File: config.mk
export PLATFORM = sky130hd
export DESIGN_NAME = sp1_ff_fifo
export DESIGN_NICKNAME = d
export VERILOG_FILES = /design/src/rtl/sp1_ff_fifo.sv
export SDC_FILE = /design/constraint.sdc
export NUM_CORES = 1
export LEC_CHECK = 0
export BUFFER_PORTS_ARGS = -buffer_cell sky130_fd_sc_hd__buf_2
export CAP_MARGIN = 20
export CORE_ASPECT_RATIO = 1.25
export CORE_UTILIZATION = 55
export DETAILED_ROUTE_END_ITERATION = 6
export GPL_TIMING_DRIVEN = 0
export HOLD_SLACK_MARGIN = 0.1
export PLACE_DENSITY_LB_ADDON = 0.1
export SETUP_SLACK_MARGIN = 0.02
export SLEW_MARGIN = 20
export SYNTH_ARGS = -nofsm -noshare
export SYNTH_HDL_FRONTEND = slang
export SYNTH_SLANG_ARGS = --single-unit
export TNS_END_PERCENT = 20
File: constraint.sdc
create_clock -name clk -period 3.8 [get_ports clk]
set_input_delay 0.19 -clock clk [delete_from_list [all_inputs] [get_ports clk]]
set_output_delay 0.19 -clock clk [all_outputs]
set_load 0.01 [all_outputs]
File: src/rtl/sp1_ff_fifo.sv
`default_nettype none
// ============================================================================
//  Module   : sp1_ff_fifo
//  Purpose  : Single-clock circular-buffer FIFO, read-side companion to the
//             enable-write register sp1_ff. Words written with a wr_en/wr_d
//             strobe are handed to a consumer through a registered read port.
//
//  Parameters
//    DW      data width in bits
//    AW      address width; depth = 2**AW entries
//
//  Ports
//    clk     rising-edge clock
//    rst     asynchronous active-low reset (0 = reset asserted)
//    wr_en   write strobe, samples wr_d on the rising edge
//    wr_d    write data
//    rd_en   read request
//    rd_q    registered read data, holds between reads
//    rd_vld  one-cycle pulse, rd_q was updated at the previous edge
//    full    count == 2**AW
//    empty   count == 0
//    count   number of stored entries (AW+1 bits)
//    ovf     sticky: a write was dropped because the FIFO was full
//    udf     sticky: a read was refused because the FIFO was empty
//
//  Revision : 1.0  initial release
// ============================================================================
module sp1_ff_fifo #(
  parameter int DW = 32,
  parameter int AW = 2
) (
  input  logic          clk,
  input  logic          rst,
  input  logic          wr_en,
  input  logic [DW-1:0] wr_d,
  input  logic          rd_en,
  output logic [DW-1:0] rd_q,
  output logic          rd_vld,
  output logic          full,
  output logic          empty,
  output logic [AW:0]   count,
  output logic          ovf,
  output logic          udf
);

  localparam int          DEPTH    = 1 << AW;
  localparam logic [AW:0] FULL_CNT = (AW + 1)'(DEPTH);
  localparam logic [AW:0] PTR_ONE  = (AW + 1)'(1);

  // Storage is deliberately not reset; only the pointers define validity.
  logic [DW-1:0] mem [DEPTH];

  // Pointers carry an extra wrap bit so full and empty are distinguishable.
  logic [AW:0] wp;
  logic [AW:0] rp;

  logic wr_ok;
  logic rd_ok;

  assign count = wp - rp;
  assign full  = (count == FULL_CNT);
  assign empty = (count == '0);

  // A write into a full FIFO is still accepted when a read frees the oldest
  // slot in the same cycle. A read of an empty FIFO is never bypassed from a
  // concurrent write.
  assign wr_ok = wr_en && (!full || rd_en);
  assign rd_ok = rd_en && !empty;

  always_ff @(posedge clk) begin
    if (wr_ok) begin
      mem[wp[AW-1:0]] <= wr_d;
    end
  end

  always_ff @(posedge clk or negedge rst) begin
    if (!rst) begin
      wp     <= '0;
      rp     <= '0;
      rd_q   <= '0;
      rd_vld <= 1'b0;
      ovf    <= 1'b0;
      udf    <= 1'b0;
    end else begin
      rd_vld <= rd_ok;
      if (wr_ok) begin
        wp <= wp + PTR_ONE;
      end
      if (rd_ok) begin
        rd_q <= mem[rp[AW-1:0]];
        rp   <= rp + PTR_ONE;
      end
      if (wr_en && full && !rd_en) begin
        ovf <= 1'b1;
      end
      if (rd_en && empty) begin
        udf <= 1'b1;
      end
    end
  end

endmodule
`default_nettype wire

==> results of run 1 <==
-- worst min path at each step --
stage,startpoint,endpoint
after floorplan,rst,ovf
final,rst,ovf
after global placement,wr_d[2],mem[2][2]
after CTS,udf,udf
after detailed placement,wr_d[2],mem[0][2]
after global routing,rst,rd_q[10]
-- cell families after synthesis --
kind of cell / share of synthesized area
flip-flops: 0.771
AND/OR/NAND/NOR: 0.00714
XOR/XNOR: 0.00951
adder cells (fa/ha/maj): 0.0151
AO/OA/AOI/OAI: 0.00833
buffers and inverters: 0.0137
multiplexers: 0.175
-- metrics by stage --
stage / cells / power, uW / cell area [sq um] / util
after global routing: 558 / 6960 / 7940 / 0.713
final: 558 / 6600 / 7940 / 0.713
after CTS: 558 / 6690 / 7940 / 0.713
after detailed placement: 491 / 4960 / 6980 / 0.627
after global placement: 487 / 4790 / 6860 / 0.616
after floorplan: 277 / 4150 / 6310 / -
-- cells in the mapped netlist (2+ instances only) --
master      n
and2_1      3
buf_2       3
buf_6       3
clkbuf_1    4
dfrtp_1    41
edfxtp_1  128
ha_1        6
inv_1       5
mux2_1     28
mux2_2      6
mux4_2     32
nand2_1     2
xnor2_1     3
-- what timing repair did --
action / 4_1_cts / 5_1_grt
endpoints found under the hold margin: 171 / 0
endpoints found under the setup margin: 0 / 0
hold buffers: 35 / 0
-- layout make-up --
cell class | instances | area [sq um]
multi-input combinational | 92 | 1370
buffer | 11 | 67.6
timing repair buffer | 114 | 838
clock buffer | 25 | 559
tap | 135 | 169
inverter | 5 | 18.8
fill | 676 | 3200
clock inverter | 7 | 47.5
sequential | 169 | 4870
-- report_power, final --
group | internal (uW) | total (uW) | switching [uW] | leakage (uW)
Clock | 1030 | 1700 | 673 | 0.000302
Sequential | 2570 | 2760 | 189 | 0.00165
Combinational | 1050 | 2150 | 1100 | 0.00102
-- sequential cells by signal, summed over array words and instances (netlist names) --
register  count
mem         128
rd_q         32
rp            3
wp            3
ovf           1
rd_vld        1
udf           1
-- metal layers --
metal | wire length, um | up-vias | GRT usage
li1 | - | 1381 | -
met1 | 4690 | 1594 | 0.259
met2 | 5850 | 68 | 0.358
met3 | 391 | 9 | 0.0488
met4 | 133 | 0 | 0.0720
met5 | 0 | - | 0
==> results by group, run 1 <==
Timing
  • Final setup violation count: 0
  • Clock skew: 12.3 ps
  • Final Hold Viols: 0
  • Slew headroom: 0.516
  • Final critical-path required period: 2950 ps
  • Final hold slack: 322 ps
  • Worst-Margin Slew: 725 ps
  • F_max: 339 MHz
  • Final TNS setup: 0 ps
  • Final max-slew violation count: 0
  • Unrepaired setup endpoints after global routing: false
  • Worst setup margin: 852 ps
  • Period utilization: 0.776

Critical path
  • Critical Path Fanout Max: 17
  • Crit-path cells: inv_1, ha_1, fa_1, xor3_2, a21boi_1, and2_2, buf_16
  • CP max-delay cell: and2_2
  • Worst Setup Path Type: reg -> reg
  • FF-to-FF path depth: 7
  • R2r setup slk: 850 ps
  • RR Endpoint: mem[0][15]
  • Setup crit start kind: flip-flop
  • Stages on the worst setup path: 7
  • Critical path endpoint category: flip-flop
  • Worst Setup SP: wp[0]
  • Worst path top cell family by delay: adder cells
  • Worst Path Arrival: 3060 ps
  • Critical Path Max Stage Delay: 580 ps
  • Worst flop-to-flop path startpoint: wp[0]
  • WP buf/inv: 2
  • Worst path required time: 3910 ps
  • Crit path to: mem[0][15]

Clock tree
  • Number of CTS-inserted buffers: 17
  • Root buffer cell: clkbuf_16
  • CTS H-tree lvls: 4
  • Clock buffer depth: 2
  • PostCTS Resize Cnt: 0
  • Clock-pin slew on the worst setup and hold paths: 60 ps
  • CTS tree: built
  • Setup repair bufs after CTS: 0
  • Worst-Skew Late Latency: 420 ps
  • CTS Sinks: 169

Floorplan
  • Core area: 0.0111 sq mm
  • # IOs: 76
  • # rows: 43
  • Starting Density: 0.567
  • Die X: 97.8 um
  • Die H: 122 um
  • Full die area: 0.0119 sq mm

Place
  • Placer congestion estimate: 0.718
  • Pre-CTS setup slack: 840 ps
  • Buffers on Ports: 75
  • DP HPWL: 6760 um

Logic synthesis
  • Netlist cell types: 26
  • Mapped Nets: 320
  • Avg Cell Area, Syn: 22.8 sq um
  • Dominant cells by area after synthesis: edfxtp_1, dfrtp_1, mux4_2
  • Post-synthesis sequential area ratio: 0.771
  • Main synth FF type: edfxtp_1
  • Share of the synthesized area in the top cell type: 0.609
  • Dominant cell type by area after synthesis: edfxtp_1
  • Synth warnings: 0
  • Seq cells post-synth: 169
  • Mapped Cells: 277
  • Mapped cell area: 0.00631 sq mm
  • Synth async-reset ratio: 0.243
  • Post-synth EDFFs: 128

Drt
  • First-pass DRT Iterations: 6
  • Via-to-Cell Ratio: 5.47
  • Overall via count from detail_route: 3052
  • Initial DRC count: 158
  • Post-route DRC: 12
  • Avg WL per Cell: 19.8 um
  • Total Wirelength: 11100 um
  • Detail Route Antenna Nets: 0

Layout
  • Layout cell share with drive strength beyond 1: 0.381
  • Area growth, synth to finish: 25.8%
  • Highest-count cells in the layout ignoring fill and taps: edfxtp_1, buf_2, dfrtp_1
  • Fin nets: 453
  • Most common cell after layout, fill and taps aside: edfxtp_1
  • Antenna diode count: 0

Pwr
  • Maximum vdd drop: 0.387 mV
  • PwrDens: 832 mW/mm^2
  • Leak pwr: 0.00297 uW

Outcome
  • Run status: finished, violations left
  • Violated checks: design-rule violations

Global routing
  • Overflow after GRT: 0
  • Initial antenna violation count: 0
  • Largest net degree at the start of global routing: 42
  • Gr usage total: 0.207
  • Vias in the first global route: 3283
  • First-pass GRT wire length: 17600 um

Flow run
  • Max-cap violations: 0

Worst hold path
  • Hold Path Class: in -> async
Power figures use the tool's default switching activity.
==> inputs of run 2 (changes only) <==
Settings changed: CORE_UTILIZATION 55 to 52.
Clock period 3.8 ns to 2.5 ns, I/O delays scaled along.
==> run 2 against run 1 <==
  * The run now ends clean
  * Clock skew down 4.4 ps
  * Non-clock buffer count up 10
  * Highest routed layer unchanged
  * First-iteration DRC count up 13%
  * Via count up 5.3%
  * Worst hold slack worse by 54 ps
  * Critical endpoint is now rd_q[5]
  * Sequential share of layout area down 1.7 points
  * Sequential power up 51%
  * Final area up 2.8%
  * Register-to-register slack worse by 840 ps
  * Clock power up 62%
  * Combinational power up 67%
  * Critical path type unchanged
==> results by group, run 2 (synthesis results as in run 1) <==
Critical path
  • Setup crit start kind: flip-flop
  • Worst Path Arrival: 2780 ps (-280 ps)
  • Worst flop-to-flop path startpoint: wp[0]
  • CP max-delay cell: o21ai_4
  • Crit-path cells: inv_2, ha_1, fa_1, xor3_2, o21ai_4, buf_6, mux2_1
  • Critical Path Max Stage Delay: 400 ps (-180 ps)
  • Worst path required time: 2800 ps (-1110 ps)
  • Worst path top cell family by delay: adder cells
  • Critical Path Fanout Max: 10 (-7)
  • Critical path endpoint category: flip-flop
  • Worst Setup Path Type: reg -> reg
  • WP buf/inv: 2 (unchanged)
  • Worst Setup SP: wp[0]

Layout
  • Reg area: 0.00487 sq mm (unchanged)
  • Fin nets: 468 (+3.3%)
  • Antenna diode count: 0 (unchanged)
  • Multi-input gate area: 0.00143 sq mm (+4.4%)
  • Highest-count cells in the layout ignoring fill and taps: edfxtp_1, buf_2, dfrtp_1
  • Area growth, synth to finish: 29.3%
  • Max reg flops: 128 (unchanged)
  • Most common cell after layout, fill and taps aside: edfxtp_1
  • Layout cell share with drive strength beyond 1: 0.396 (+0.0153)
  • Non-filler cells, final: 598 (+7.2%)
  • Filler Cells Inserted: 773 (+14%)

Timing
  • Slew headroom: 0.529 (+0.0139)
  • Unrepaired setup endpoints after global routing: true
  • Worst-Margin Slew: 706 ps (-19.2 ps)
  • Final critical-path required period: 2480 ps (-464 ps)
  • Clock skew: 7.90 ps (-4.45 ps)
  • Final Hold Viols: 0 (unchanged)
  • Final setup violation count: 0 (unchanged)
  • Worst setup margin: 16.7 ps (-836 ps)
  • Final TNS setup: 0 ps (unchanged)
  • Period utilization: 0.993 (+0.218)
  • F_max: 403 MHz (+19%)
  • Final max-slew violation count: 0 (unchanged)

Pwr
  • Net Sw Frac: 0.292 (-0.00521)
  • Overall Power: 10500 uW (+59%)
  • PwrDens: 1290 mW/mm^2 (+55%)
  • Internal power: 7460 uW (+61%)
  • Clock share of power: 0.262 (+0.005)
  • Leak pwr: 0.00305 uW (+2.7%)
  • Maximum vdd drop: 0.656 mV (+70%)
  • Combinational fraction of design power: 0.341 (+0.016)
  • NetSw: 3070 uW (+57%)
  • Seq pwr share: 0.397 (-0.020)

Clock tree
  • Number of CTS-inserted buffers: 17 (unchanged)
  • CTS H-tree lvls: 4 (unchanged)
  • Clock-pin slew on the worst setup and hold paths: 60 ps (about the same)
  • CTS tree: built
  • Clock buffer depth: 2 (unchanged)
  • Root buffer cell: clkbuf_16
  • CTS Sinks: 169 (unchanged)
  • Worst-Skew Late Latency: 420 ps (about the same)

Flow run
  • Max-cap violations: 0 (unchanged)

Place
  • Pre-CTS setup slack: -603 ps (-1440 ps)
  • Buffers on Ports: 75 (unchanged)
  • DP HPWL: 6330 um (-6.3%)
  • Placed Cells: 514 (+4.7%)
  • Placer congestion estimate: 0.695 (-3.1%)

Drt
  • First-pass DRT Iterations: 6 (unchanged)
  • Detail Route Antenna Nets: 0 (unchanged)
  • Avg WL per Cell: 20.1 um (+1.4%)
  • Initial DRC count: 178 (+13%)
  • Via-to-Cell Ratio: 5.38 (-1.7%)
  • Post-route DRC: 0 (-12)
  • Total Wirelength: 12000 um (+8.7%)
  • Overall via count from detail_route: 3215 (+5.3%)

Global routing
  • Largest net degree at the start of global routing: 42 (unchanged)
  • Initial antenna violation count: 0 (unchanged)
  • Overflow after GRT: 0 (unchanged)
  • Vias in the first global route: 3429 (+4.4%)
  • First-pass GRT wire length: 18600 um (+5.5%)
  • Gr usage total: 0.210 (+0.00313)

Floorplan
  • Starting Density: 0.538 (-0.0285)
  • Die X: 101 um (+2.8%)
  • Core area: 0.0117 sq mm (+5.3%)
  • # rows: 44 (+2.3%)
  • Full die area: 0.0126 sq mm (+5.7%)
  • Die H: 125 um (+2.8%)
  • # IOs: 76 (unchanged)

Worst hold path
  • Hold Path Class: in -> async

Outcome
  • Run status: complete, no violations
## run 2: changes by cell type in the layout (fill, tap and decap cells not counted), sizes merged, moves of 3 or more
cell,delta
inv,-3
clkbuf,-3
and2,+5
buf,+10
bufinv,+5
## run 2: layout make-up
| cell class | count | area share |
|---|---|---|
| multi-input cells | 97 | 0.175 |
| plain buffers | 11 | 0.00874 |
| clock inverters | 9 | 0.0213 |
| flip-flops and latches | 169 | 0.596 |
| inverters | 5 | 0.00230 |
| clock buffers | 22 | 0.0544 |
| well taps | 161 | 0.0247 |
| repair buffers | 124 | 0.117 |
## run 2: power by group through the flow
stage	Combinational, uW	Sequential [uW]	Clock, uW
global route	3890	4270	2910
floorplan	2020	4320	0
finish	3590	4180	2760
detailed placement	3180	4250	0
CTS	3510	4190	2800
global placement	3080	4210	0
## run 2: path summary, 6_finish.rpt
path | to | slack (ps) | depth (start not counted)
max | rd_q[5] | 20 | 7
max in group asynchronous | rd_q[18] | 1820 | 2
max reg2reg | rd_q[5] | 20 | 7
min in group clk | mem[0][21] | 460 | 2
min | rp[2] | 270 | 2
min reg2reg | udf | 460 | 1
## run 2: timing repair
| item | 4_1_cts | 5_1_grt |
|---|---|---|
| hold buffers | 35 | 0 |
| pin swaps | 9 | 6 |
| gates cloned | 3 | 2 |
| endpoints found under the hold margin | 172 | 0 |
| resized for setup | 11 | 2 |
| setup endpoints to repair | 146 | 125 |
| setup buffers | 6 | 7 |
## run 2: per-stage QoR
| step | util | instance area [sq um] | hold slack [ps] |
|---|---|---|---|
| 2_1_floorplan | - | 6330 | -171 |
| 3_3_place_gp | 0.589 | 6900 | 335 |
| 3_5_place_dp | 0.591 | 6930 | 186 |
| 4_1_cts | 0.686 | 8040 | 286 |
| 5_1_grt | 0.696 | 8160 | 330 |
| 6_report | 0.696 | 8160 | 268 |
## run 2: layer usage
layer / vias to the layer above / global-route usage / part of all wire
li1: 1414 / - / -
met1: 1709 / 0.265 / 0.42
met2: 76 / 0.351 / 0.52
met3: 16 / 0.0542 / 0.038
met4: 0 / 0.0801 / 0.015
met5: - / 0 / 0
